### src/rtl/alu_issue_stage.sv
// Decode/issue register in front of the RV32I execute ALU: decodes ALU-class ops,
// resolves operands and presents A/B/op_dec via valid/ready. EX bypass under `ALU_ISSUE_FWD_EN.
module alu_issue_stage #(
  parameter int XLEN = 32,
  parameter int OPW  = 4
) (
  input  logic            clk,
  input  logic            rst_n,
  input  logic            in_valid,
  output logic            in_ready,
  input  logic [31:0]     instr,
  input  logic [XLEN-1:0] pc,
  input  logic [XLEN-1:0] rs1_data,
  input  logic [XLEN-1:0] rs2_data,
  input  logic            flush,
  input  logic            ex_we,
  input  logic [4:0]      ex_rd,
  input  logic [XLEN-1:0] ex_result,
  output logic            out_valid,
  input  logic            out_ready,
  output logic [XLEN-1:0] A,
  output logic [XLEN-1:0] B,
  output logic [OPW-1:0]  op_dec,
  output logic [4:0]      rd,
  output logic            rd_we,
  output logic            illegal
);

  localparam logic [OPW-1:0] OP_ADD = 4'b0000;
  localparam logic [OPW-1:0] OP_SUB = 4'b0001;
  localparam logic [OPW-1:0] OP_SLT = 4'b0010;
  localparam logic [OPW-1:0] OP_AND = 4'b0011;
  localparam logic [OPW-1:0] OP_OR  = 4'b0100;
  localparam logic [OPW-1:0] OP_XOR = 4'b0101;
  localparam logic [OPW-1:0] OP_SLL = 4'b0110;
  localparam logic [OPW-1:0] OP_SRL = 4'b0111;
  localparam logic [OPW-1:0] OP_SRA = 4'b1000;

  localparam logic [6:0] OPC_OP     = 7'b0110011;
  localparam logic [6:0] OPC_OPIMM  = 7'b0010011;
  localparam logic [6:0] OPC_LUI    = 7'b0110111;
  localparam logic [6:0] OPC_AUIPC  = 7'b0010111;
  localparam logic [6:0] OPC_BRANCH = 7'b1100011;

  localparam logic [6:0] F7_ZERO = 7'b0000000;
  localparam logic [6:0] F7_ALT  = 7'b0100000;

  typedef struct packed {
    logic [XLEN-1:0] a;
    logic [XLEN-1:0] b;
    logic [OPW-1:0]  op;
    logic            we;
    logic            ill;
  } dec_t;

  logic [6:0] opc;
  logic [2:0] f3;
  logic [6:0] f7;
  logic [4:0] rs1_f, rs2_f, rd_f;
  logic [XLEN-1:0] imm_i, imm_u, shamt_i;
  logic [XLEN-1:0] src1, src2, src2_sh;

  assign opc     = instr[6:0];
  assign rd_f    = instr[11:7];
  assign f3      = instr[14:12];
  assign rs1_f   = instr[19:15];
  assign rs2_f   = instr[24:20];
  assign f7      = instr[31:25];
  assign imm_i   = {{(XLEN-12){instr[31]}}, instr[31:20]};
  assign imm_u   = {instr[31:12], 12'b0};
  assign shamt_i = {{(XLEN-5){1'b0}}, instr[24:20]};

`ifdef ALU_ISSUE_FWD_EN
  assign src1 = (ex_we && ex_rd != 5'd0 && ex_rd == rs1_f) ? ex_result : rs1_data;
  assign src2 = (ex_we && ex_rd != 5'd0 && ex_rd == rs2_f) ? ex_result : rs2_data;
`else
  logic unused_fwd;
  assign unused_fwd = ^{ex_we, ex_rd, ex_result, rs1_f, rs2_f};
  assign src1 = rs1_data;
  assign src2 = rs2_data;
`endif

  // The ALU shifts by the whole B, so register shift amounts are trimmed after bypass.
  assign src2_sh = {{(XLEN-5){1'b0}}, src2[4:0]};

  dec_t dec;

  always_comb begin
    dec     = '0;
    dec.ill = 1'b1;
    unique case (opc)
      OPC_OP: begin
        dec.a   = src1;
        dec.b   = src2;
        dec.we  = 1'b1;
        dec.ill = 1'b0;
        unique case (f3)
          3'b000: if (f7 == F7_ZERO) dec.op = OP_ADD;
                  else if (f7 == F7_ALT) dec.op = OP_SUB;
                  else dec.ill = 1'b1;
          3'b001: begin
            dec.b = src2_sh;
            if (f7 == F7_ZERO) dec.op = OP_SLL; else dec.ill = 1'b1;
          end
          3'b010: if (f7 == F7_ZERO) dec.op = OP_SLT; else dec.ill = 1'b1;
          3'b100: if (f7 == F7_ZERO) dec.op = OP_XOR; else dec.ill = 1'b1;
          3'b101: begin
            dec.b = src2_sh;
            if (f7 == F7_ZERO) dec.op = OP_SRL;
            else if (f7 == F7_ALT) dec.op = OP_SRA;
            else dec.ill = 1'b1;
          end
          3'b110: if (f7 == F7_ZERO) dec.op = OP_OR;  else dec.ill = 1'b1;
          3'b111: if (f7 == F7_ZERO) dec.op = OP_AND; else dec.ill = 1'b1;
          default: dec.ill = 1'b1;  // SLTU: no unsigned compare in this ALU
        endcase
      end
      OPC_OPIMM: begin
        dec.a   = src1;
        dec.b   = imm_i;
        dec.we  = 1'b1;
        dec.ill = 1'b0;
        unique case (f3)
          3'b000: dec.op = OP_ADD;
          3'b010: dec.op = OP_SLT;
          3'b100: dec.op = OP_XOR;
          3'b110: dec.op = OP_OR;
          3'b111: dec.op = OP_AND;
          3'b001: begin
            dec.b = shamt_i;
            if (f7 == F7_ZERO) dec.op = OP_SLL; else dec.ill = 1'b1;
          end
          3'b101: begin
            dec.b = shamt_i;
            if (f7 == F7_ZERO) dec.op = OP_SRL;
            else if (f7 == F7_ALT) dec.op = OP_SRA;
            else dec.ill = 1'b1;
          end
          default: dec.ill = 1'b1;
        endcase
      end
      OPC_LUI: begin
        dec.a   = '0;
        dec.b   = imm_u;
        dec.op  = OP_ADD;
        dec.we  = 1'b1;
        dec.ill = 1'b0;
      end
      OPC_AUIPC: begin
        dec.a   = pc;
        dec.b   = imm_u;
        dec.op  = OP_ADD;
        dec.we  = 1'b1;
        dec.ill = 1'b0;
      end
      OPC_BRANCH: begin
        // Compare via SUB; flags are consumed downstream. f3 010/011 are not branches.
        if (f3 != 3'b010 && f3 != 3'b011) begin
          dec.a   = src1;
          dec.b   = src2;
          dec.op  = OP_SUB;
          dec.ill = 1'b0;
        end
      end
      default: dec.ill = 1'b1;
    endcase
    if (dec.ill) begin
      dec.a  = '0;
      dec.b  = '0;
      dec.op = OP_ADD;
      dec.we = 1'b0;
    end
    if (rd_f == 5'd0) dec.we = 1'b0;
  end

  logic            out_valid_q, out_valid_d;
  logic [XLEN-1:0] a_q, a_d, b_q, b_d;
  logic [OPW-1:0]  op_q, op_d;
  logic [4:0]      rd_q, rd_d;
  logic            rd_we_q, rd_we_d;
  logic            ill_q, ill_d;
  logic            cap;

  assign in_ready = !out_valid_q || out_ready;
  assign cap      = in_valid && in_ready && !flush;

  always_comb begin
    out_valid_d = out_valid_q;
    a_d         = a_q;
    b_d         = b_q;
    op_d        = op_q;
    rd_d        = rd_q;
    rd_we_d     = rd_we_q;
    ill_d       = ill_q;
    if (flush) begin
      out_valid_d = 1'b0;
      rd_we_d     = 1'b0;
    end else if (cap) begin
      out_valid_d = 1'b1;
      a_d         = dec.a;
      b_d         = dec.b;
      op_d        = dec.op;
      rd_d        = rd_f;
      rd_we_d     = dec.we;
      ill_d       = dec.ill;
    end else if (out_ready) begin
      out_valid_d = 1'b0;
    end
  end

  always_ff @(posedge clk or negedge rst_n) begin
    if (!rst_n) begin
      out_valid_q <= 1'b0;
      a_q         <= '0;
      b_q         <= '0;
      op_q        <= OP_ADD;
      rd_q        <= '0;
      rd_we_q     <= 1'b0;
      ill_q       <= 1'b0;
    end else begin
      out_valid_q <= out_valid_d;
      a_q         <= a_d;
      b_q         <= b_d;
      op_q        <= op_d;
      rd_q        <= rd_d;
      rd_we_q     <= rd_we_d;
      ill_q       <= ill_d;
    end
  end

  assign out_valid = out_valid_q;
  assign A         = a_q;
  assign B         = b_q;
  assign op_dec    = op_q;
  assign rd        = rd_q;
  assign rd_we     = rd_we_q;
  assign illegal   = ill_q;

endmodule
### config.mk
export PLATFORM = sky130hd
export DESIGN_NAME = alu_issue_stage
export DESIGN_NICKNAME = d
export VERILOG_FILES = /design/src/rtl/alu_issue_stage.sv
export SDC_FILE = /design/constraint.sdc
export NUM_CORES = 1
export LEC_CHECK = 0
export ABC_AREA = 1
export BUFFER_PORTS_ARGS = -buffer_cell sky130_fd_sc_hd__buf_2
export CAP_MARGIN = 10
export CORE_ASPECT_RATIO = 0.9
export CORE_MARGIN = 2
export CORE_UTILIZATION = 45
export CTS_CLUSTER_SIZE = 24
export DETAILED_ROUTE_END_ITERATION = 16
export GPL_TIMING_DRIVEN = 0
export PLACE_DENSITY_LB_ADDON = 0.25
export SLEW_MARGIN = 40
export SYNTH_ARGS = -nofsm -noshare
export SYNTH_HDL_FRONTEND = slang
export SYNTH_SLANG_ARGS = --single-unit
### constraint.sdc
create_clock -name clk -period 1.71 [get_ports clk]
set_input_delay 0.171 -clock clk [delete_from_list [all_inputs] [get_ports clk]]
set_output_delay 0.171 -clock clk [all_outputs]
set_load 0.02 [all_outputs]
==> flow_summary.yaml, run 1 <==
routing:
  wl_per_cell_um: 13.35
  vias: 5010
  ant_nets: 0
  drc: 0
  first_iter_violations: 192
  wl_um: 13680
  drt_first_pass_iters: 5
  avgViaCountPerCell: 4.888
placement:
  port_buffers: 208
  dp_cells: 1007
  dp_hpwl_um: 10570
  gp_congestion: 0.8596
sta:
  hold_slack_ns: 0.03533
  hold_viol_final: 0
  report.final.slew_viol_count: 0
  finalCritPeriodShare_pct: 92.37
  min_period_ns: 1.580
  rsz0062_at_grt: "false"
  max_freq_ghz: 0.6331
  max_slew.worst_pin.slew_ns: 0.4904
  relSlewSlack_pct: 67.31
  skew_ns: 0.01134
  setup_viol: 0
yosys:
  syn-cell-area_um2: 4425
  synth.area.top_cells: "dfrtp_1 (43%), nand2_1 (29%), nand3_1 (14%)"
  yosysTopAreaCellShare_pct: 42.97
  ys_ff_latch: 76
  synthCells: 672
  synth.distinct_cells: 23
  avgSynthCellArea_um2: 6.586
  seq_area_frac_synth_pct: 42.97
  synth_fp_nets: 843
  yosysTopAreaCell: "dfrtp_1"
  ys_warn_count: 0
critical_path:
  required_ns: 2.01
  cp_max_fo: 8
  r2r_cells: 9
  worstSetupEndpointType: "register"
  r2r_setup_slack_ns: 0.13
  endpoint: "B[14]$_DFFE_PN0P_"
  cp-startpoint: "out_valid$_DFFE_PN0P_"
  r2r_start: "out_valid$_DFFE_PN0P_"
  arrival_ns: 1.88
  r2r-end: "B[14]$_DFFE_PN0P_"
  worstSetupStartpointType: "register"
  crit_type: "register to register"
cts:
  cts_sinks: 76
  clk_pin_slew_ns: 0.09
  cts_buffers: 9
  cts_tree: "yes"
  cts_max_path_buffers: 2
  root_buffer: "clkbuf_8"
  cts_max_level: 3
  clk_latency_ns: 0.36
final_layout:
  fill_cells: 986
  drive_gt1_share_pct: 29.92
  num_antenna_cells: 0
  finalNonFillerCells: 1025
  synthToLayoutAreaGrowth_pct: 33.64
  layout.nets: 1065
outcome:
  status: "finished, final reports clean"
global_route:
  first_global_vias: 4702
  grt_first_pass_wirelength_um: 22160
  grt.total_usage_pct: 26.22
  antenna_found_initial: 0
  grt_overflow: 0
  grt_max_degree: 40
pwr:
  vdd_drop_max_mv: 0.4960
  p_leak_nw: 3.823
  cellPowerDensity_nw_per_um2: 647.9
floorplan:
  die_height_um: 98.08
  die_w_um: 108.5
  dieArea_um2: 10640
  coreArea_um2: 9614
  fp-row-count: 34
  start_util_pct: 46.03
  pin_count: 248
run:
  maxCapViolCount: 0
min_path:
  hp-class: "primary input to register"
[worst max-delay path, cell delays in order (launching register included)]
cell,delay (ns)
dfrtp_1,0.38
nand2_1,0.10
nand2_1,0.09
nor2_2,0.16
nand2_1,0.10
a21oi_2,0.18
buf_6,0.19
buf_4,0.15
nand3_1,0.09
nand2_1,0.09
[cell families (layout without fill, tap and decap cells)]
family / count (synthesis) / after routing / share of synthesized area [%]
AND/OR/NAND/NOR: 499 / 499 / 46.68
buffers and inverters: 82 / 309 / 8.510
flip-flops: 76 / 76 / 42.97
AO/OA/AOI/OAI: 15 / 15 / 1.838
[sequential cells by signal, indices dropped and copies added, names as in the netlist]
| name | count |
|---|---|
| op_dec | 4 |
| rd | 5 |
| rd_we | 1 |
| B | 32 |
| illegal | 1 |
| out_valid | 1 |
| A | 32 |
[stage by stage]
step                      instance area [µm²]  util, %  setup TNS [ns]  total power [mW]  worst slack, ns
after floorplan                          4425        -               0             2.033           0.1023
after global placement                   5624    58.50          -7.173             2.295          -0.1149
after detailed placement                 5650    58.77          -4.332             2.305          -0.1399
after CTS                                5893    61.30               0             3.864          0.03266
after global routing                     5914    61.52               0             4.009         0.008273
final                                    5914    61.52               0             3.832           0.1304
[power by group]
group	total, mW	internal (mW)	switching [mW]
clock	1.56	0.868	0.691
sequential	1.83	1.82	0.00989
combinational	0.447	0.180	0.267
[final cells by class]
cell class / instances / area, µm² / area share [%]
multi-input combinational: 514 / 2150 / 36.34
clock inverter: 5 / 83.83 / 1.417
sequential: 76 / 1902 / 32.16
inverter: 39 / 146.4 / 2.475
buffer: 42 / 239.0 / 4.041
tap: 126 / 157.7 / 2.666
timing repair buffer: 212 / 1095 / 18.51
clock buffer: 11 / 141.4 / 2.391
[cell usage after synthesis]
library cell and number:
o21a_1 1, nand3b_1 1, nor2_1 16, dfrtp_1 76, nor3_1 3, nand3_1 126
nor3_2 1, clkinv_1 1, buf_2 22, buf_6 5, o21ai_0 6, nor2_2 3
buf_1 1, inv_1 36, buf_4 1, clkbuf_1 14, nand4_1 2, inv_2 2
nand3_2 1, a21oi_2 1, and3_1 1, a21oi_1 7, nand2_1 345
[placed cells by master (no fill, tap or decap), types with 2 or more instances in the layout]
cell type	n
nand2_1	345
nor2_1	15
clkbuf_8	10
inv_1	36
buf_2	229
a21oi_1	7
nor3_1	3
clkbuf_1	7
nor2_2	4
dfrtp_1	76
clkinvlp_4	2
bufinv_16	2
nand3_1	126
dlygate4sd3_1	2
clkbuf_2	7
inv_2	2
nand4_1	2
o21ai_0	6
buf_6	7
[routing by layer]
layer  wire [µm]  GRT usage, %
met3        1264         8.411
met2        6289         42.88
met1        5964         33.66
met4         162         6.607
met5           0             0
[how the worst min path moves through the flow]
stage,startpoint,end,slack [ns],depth (start not counted)
2_1_floorplan,rst_n,A[0]$_DFFE_PN0P_,-0.12,0
3_3_place_gp,flush,out_valid$_DFFE_PN0P_,0.35,2
3_5_place_dp,rst_n,A[11]$_DFFE_PN0P_,0.09,1
4_1_cts,instr[11],rd[4]$_DFFE_PN0P_,0.03,3
5_1_grt,instr[9],rd[2]$_DFFE_PN0P_,0.03,3
6_report,instr[11],rd[4]$_DFFE_PN0P_,0.04,3
[what timing repair did]
action / in CTS / in global routing
endpoints found under the setup margin: 70 / 70
buffers inserted: 0 / 1
resized for setup: 1 / 14
hold endpoints to repair: 38 / 0
pin swaps: 0 / 0
hold buffers: 2 / 0
Power figures use the tool's default switching activity.
==> inputs of run 2 (changes only) <==
--- a/config.mk
+++ b/config.mk
@@ -10,7 +10,7 @@
 export CAP_MARGIN = 10
 export CORE_ASPECT_RATIO = 0.9
 export CORE_MARGIN = 2
-export CORE_UTILIZATION = 45
+export CORE_UTILIZATION = 41
 export CTS_CLUSTER_SIZE = 24
 export DETAILED_ROUTE_END_ITERATION = 16
 export GPL_TIMING_DRIVEN = 0
==> constraint.sdc (replaced) <==
create_clock -name clk -period 1.45 [get_ports clk]
set_input_delay 0.145 -clock clk [delete_from_list [all_inputs] [get_ports clk]]
set_output_delay 0.145 -clock clk [all_outputs]
set_load 0.02 [all_outputs]
==> flow_summary.yaml, run 2 (synthesis results as in run 1) <==
floorplan:
  coreArea_um2: 10380
  pin_count: 248
  fp-row-count: 35
  die_w_um: 113.5
  start_util_pct: 42.64
  dieArea_um2: 11640
  die_height_um: 102.6
routing:
  drt_first_pass_iters: 5
  first_iter_violations: 240
  avgViaCountPerCell: 4.872
  vias: 5057
  wl_per_cell_um: 14.31
  drc: 0
  ant_nets: 0
  wl_um: 14860
final_layout:
  final_common_cell: "nand2_1"
  synthToLayoutAreaGrowth_pct: 45.32
  final_cell_mix: "nand2_1 (336), buf_2 (228), nand3_1 (83)"
  layout.nets: 1074
  finalNonFillerCells: 1038
  drive_gt1_share_pct: 36.67
  final_area_um2: 6431
cts:
  clk_latency_ns: 0.33
  cts_tree: "yes"
  cts_max_path_buffers: 2
  cts_max_level: 3
  cts_sinks: 76
  root_buffer: "clkbuf_16"
  clk_pin_slew_ns: 0.06
  cts_buffers: 9
pwr:
  fin_total_pwr_mw: 5.198
  vdd_drop_max_mv: 0.4668
  p_comb_share_pct: 10.9
  p_clk_share_pct: 47.5
  cellPowerDensity_nw_per_um2: 808.3
  switching_share_pct: 23.44
  internal_power_mw: 3.980
  switchingPower_mw: 1.218
  seq_power_share_pct: 41.6
  p_leak_nw: 3.954
placement:
  dp_hpwl_um: 10750
  placed_area_um2: 5679
  post-place-ws_ns: -0.2935
  dp_cells: 1010
  gp_congestion: 0.8648
  port_buffers: 208
critical_path:
  endpoint: "A[29]$_DFFE_PN0P_"
  cp_slowest_stage_delay_ns: 0.42
  worstSetupEndpointType: "register"
  worstSetupStartpointType: "register"
  required_ns: 1.72
  r2r_cells: 9
  crit_type: "register to register"
  r2r_start: "out_valid$_DFFE_PN0P_"
  cp_max_fo: 6
  r2r-end: "A[29]$_DFFE_PN0P_"
  cp-startpoint: "out_valid$_DFFE_PN0P_"
  critPathSlowestCell: "dfrtp_2"
  crit_chain: "nand2_4, nand2_4, nor2_4, nand2_2, a21oi_4, buf_8, buf_6, nand3_2, nand2_2"
  r2r_setup_slack_ns: -0.07
  arrival_ns: 1.79
sta:
  fin_setup_tns_ns: -1.695
  rsz0062_at_grt: "true"
  relSlewSlack_pct: 67.29
  finalCritPeriodShare_pct: 104.8
  report.final.slew_viol_count: 0
  hold_viol_final: 0
  setup_ws_ns: -0.06952
  max_freq_ghz: 0.6581
  min_period_ns: 1.520
  skew_ns: 0.003941
  setup_viol: 59
  max_slew.worst_pin.slew_ns: 0.4907
outcome:
  violations: "setup timing"
  status: "finished with violations"
global_route:
  grt_first_pass_wirelength_um: 22820
  grt_max_degree: 48
  antenna_found_initial: 0
  grt.total_usage_pct: 24.96
  first_global_vias: 4567
  grt_overflow: 0
min_path:
  hp-class: "primary input to register"
  min_from: "flush"
run:
  maxCapViolCount: 0
## run 2: worst max-delay path, delay by kind of cell, from the launching register on
kind	cells	cell delay (ns)
and+or+nand+nor	6	0.47
AOI/OAI and AO/OA	1	0.22
DFF	1	0.42
buffers and inverters	2	0.34
## run 2: power by group through the flow
stage	Sequential, mW	Combinational (mW)	Clock (mW)
finish	2.16	0.566	2.47
global route	2.16	0.623	2.61
CTS	2.16	0.565	2.53
floorplan	2.23	0.172	0
detailed placement	2.20	0.542	0
global placement	2.20	0.527	0
## run 2: metal layers
metal  vias to the layer above  track usage, %  wire (µm)
met5                         -               0          0
met4                         0           5.441         94
met3                         8           5.526       1067
met2                       189           41.82       7072
met1                      2284           33.68       6622
li1                       2576               -          -
## run 2: how the worst min path moves through the flow
stage	to	slack [ns]	cells past startpoint
2_1_floorplan	A[0]$_DFFE_PN0P_	-0.15	0
3_3_place_gp	out_valid$_DFFE_PN0P_	0.32	2
3_5_place_dp	A[25]$_DFFE_PN0P_	0.04	1
4_1_cts	out_valid$_DFFE_PN0P_	0.01	2
5_1_grt	out_valid$_DFFE_PN0P_	0.03	2
6_report	out_valid$_DFFE_PN0P_	0.03	2
## run 2: per-stage QoR
| step | hold WS (ns) | util, % |
|---|---|---|
| after floorplan | -0.1506 | - |
| after global placement | 0.3197 | 54.39 |
| after detailed placement | 0.04377 | 54.72 |
| after CTS | 0.01321 | 60.46 |
| after global routing | 0.02623 | 61.94 |
| final | 0.02760 | 61.97 |
## run 2: cell type report
class | instances | area [µm²]
clock buffer | 13 | 260.3
sequential | 76 | 1903
tap | 129 | 161.4
clock inverter | 3 | 68.82
multi-input combinational | 514 | 2432
buffer | 42 | 266.5
timing repair buffer | 221 | 1190
fill | 985 | 3948
inverter | 39 | 146.4
antenna | 1 | 2.502
## run 2: repair_timing
action	CTS	global route
endpoints found under the setup margin	74	74
hold buffers	1	0
gates resized for setup	50	36
endpoints found under the hold margin	29	0
buffers inserted	2	2
cloned	7	0
pin swaps	27	27
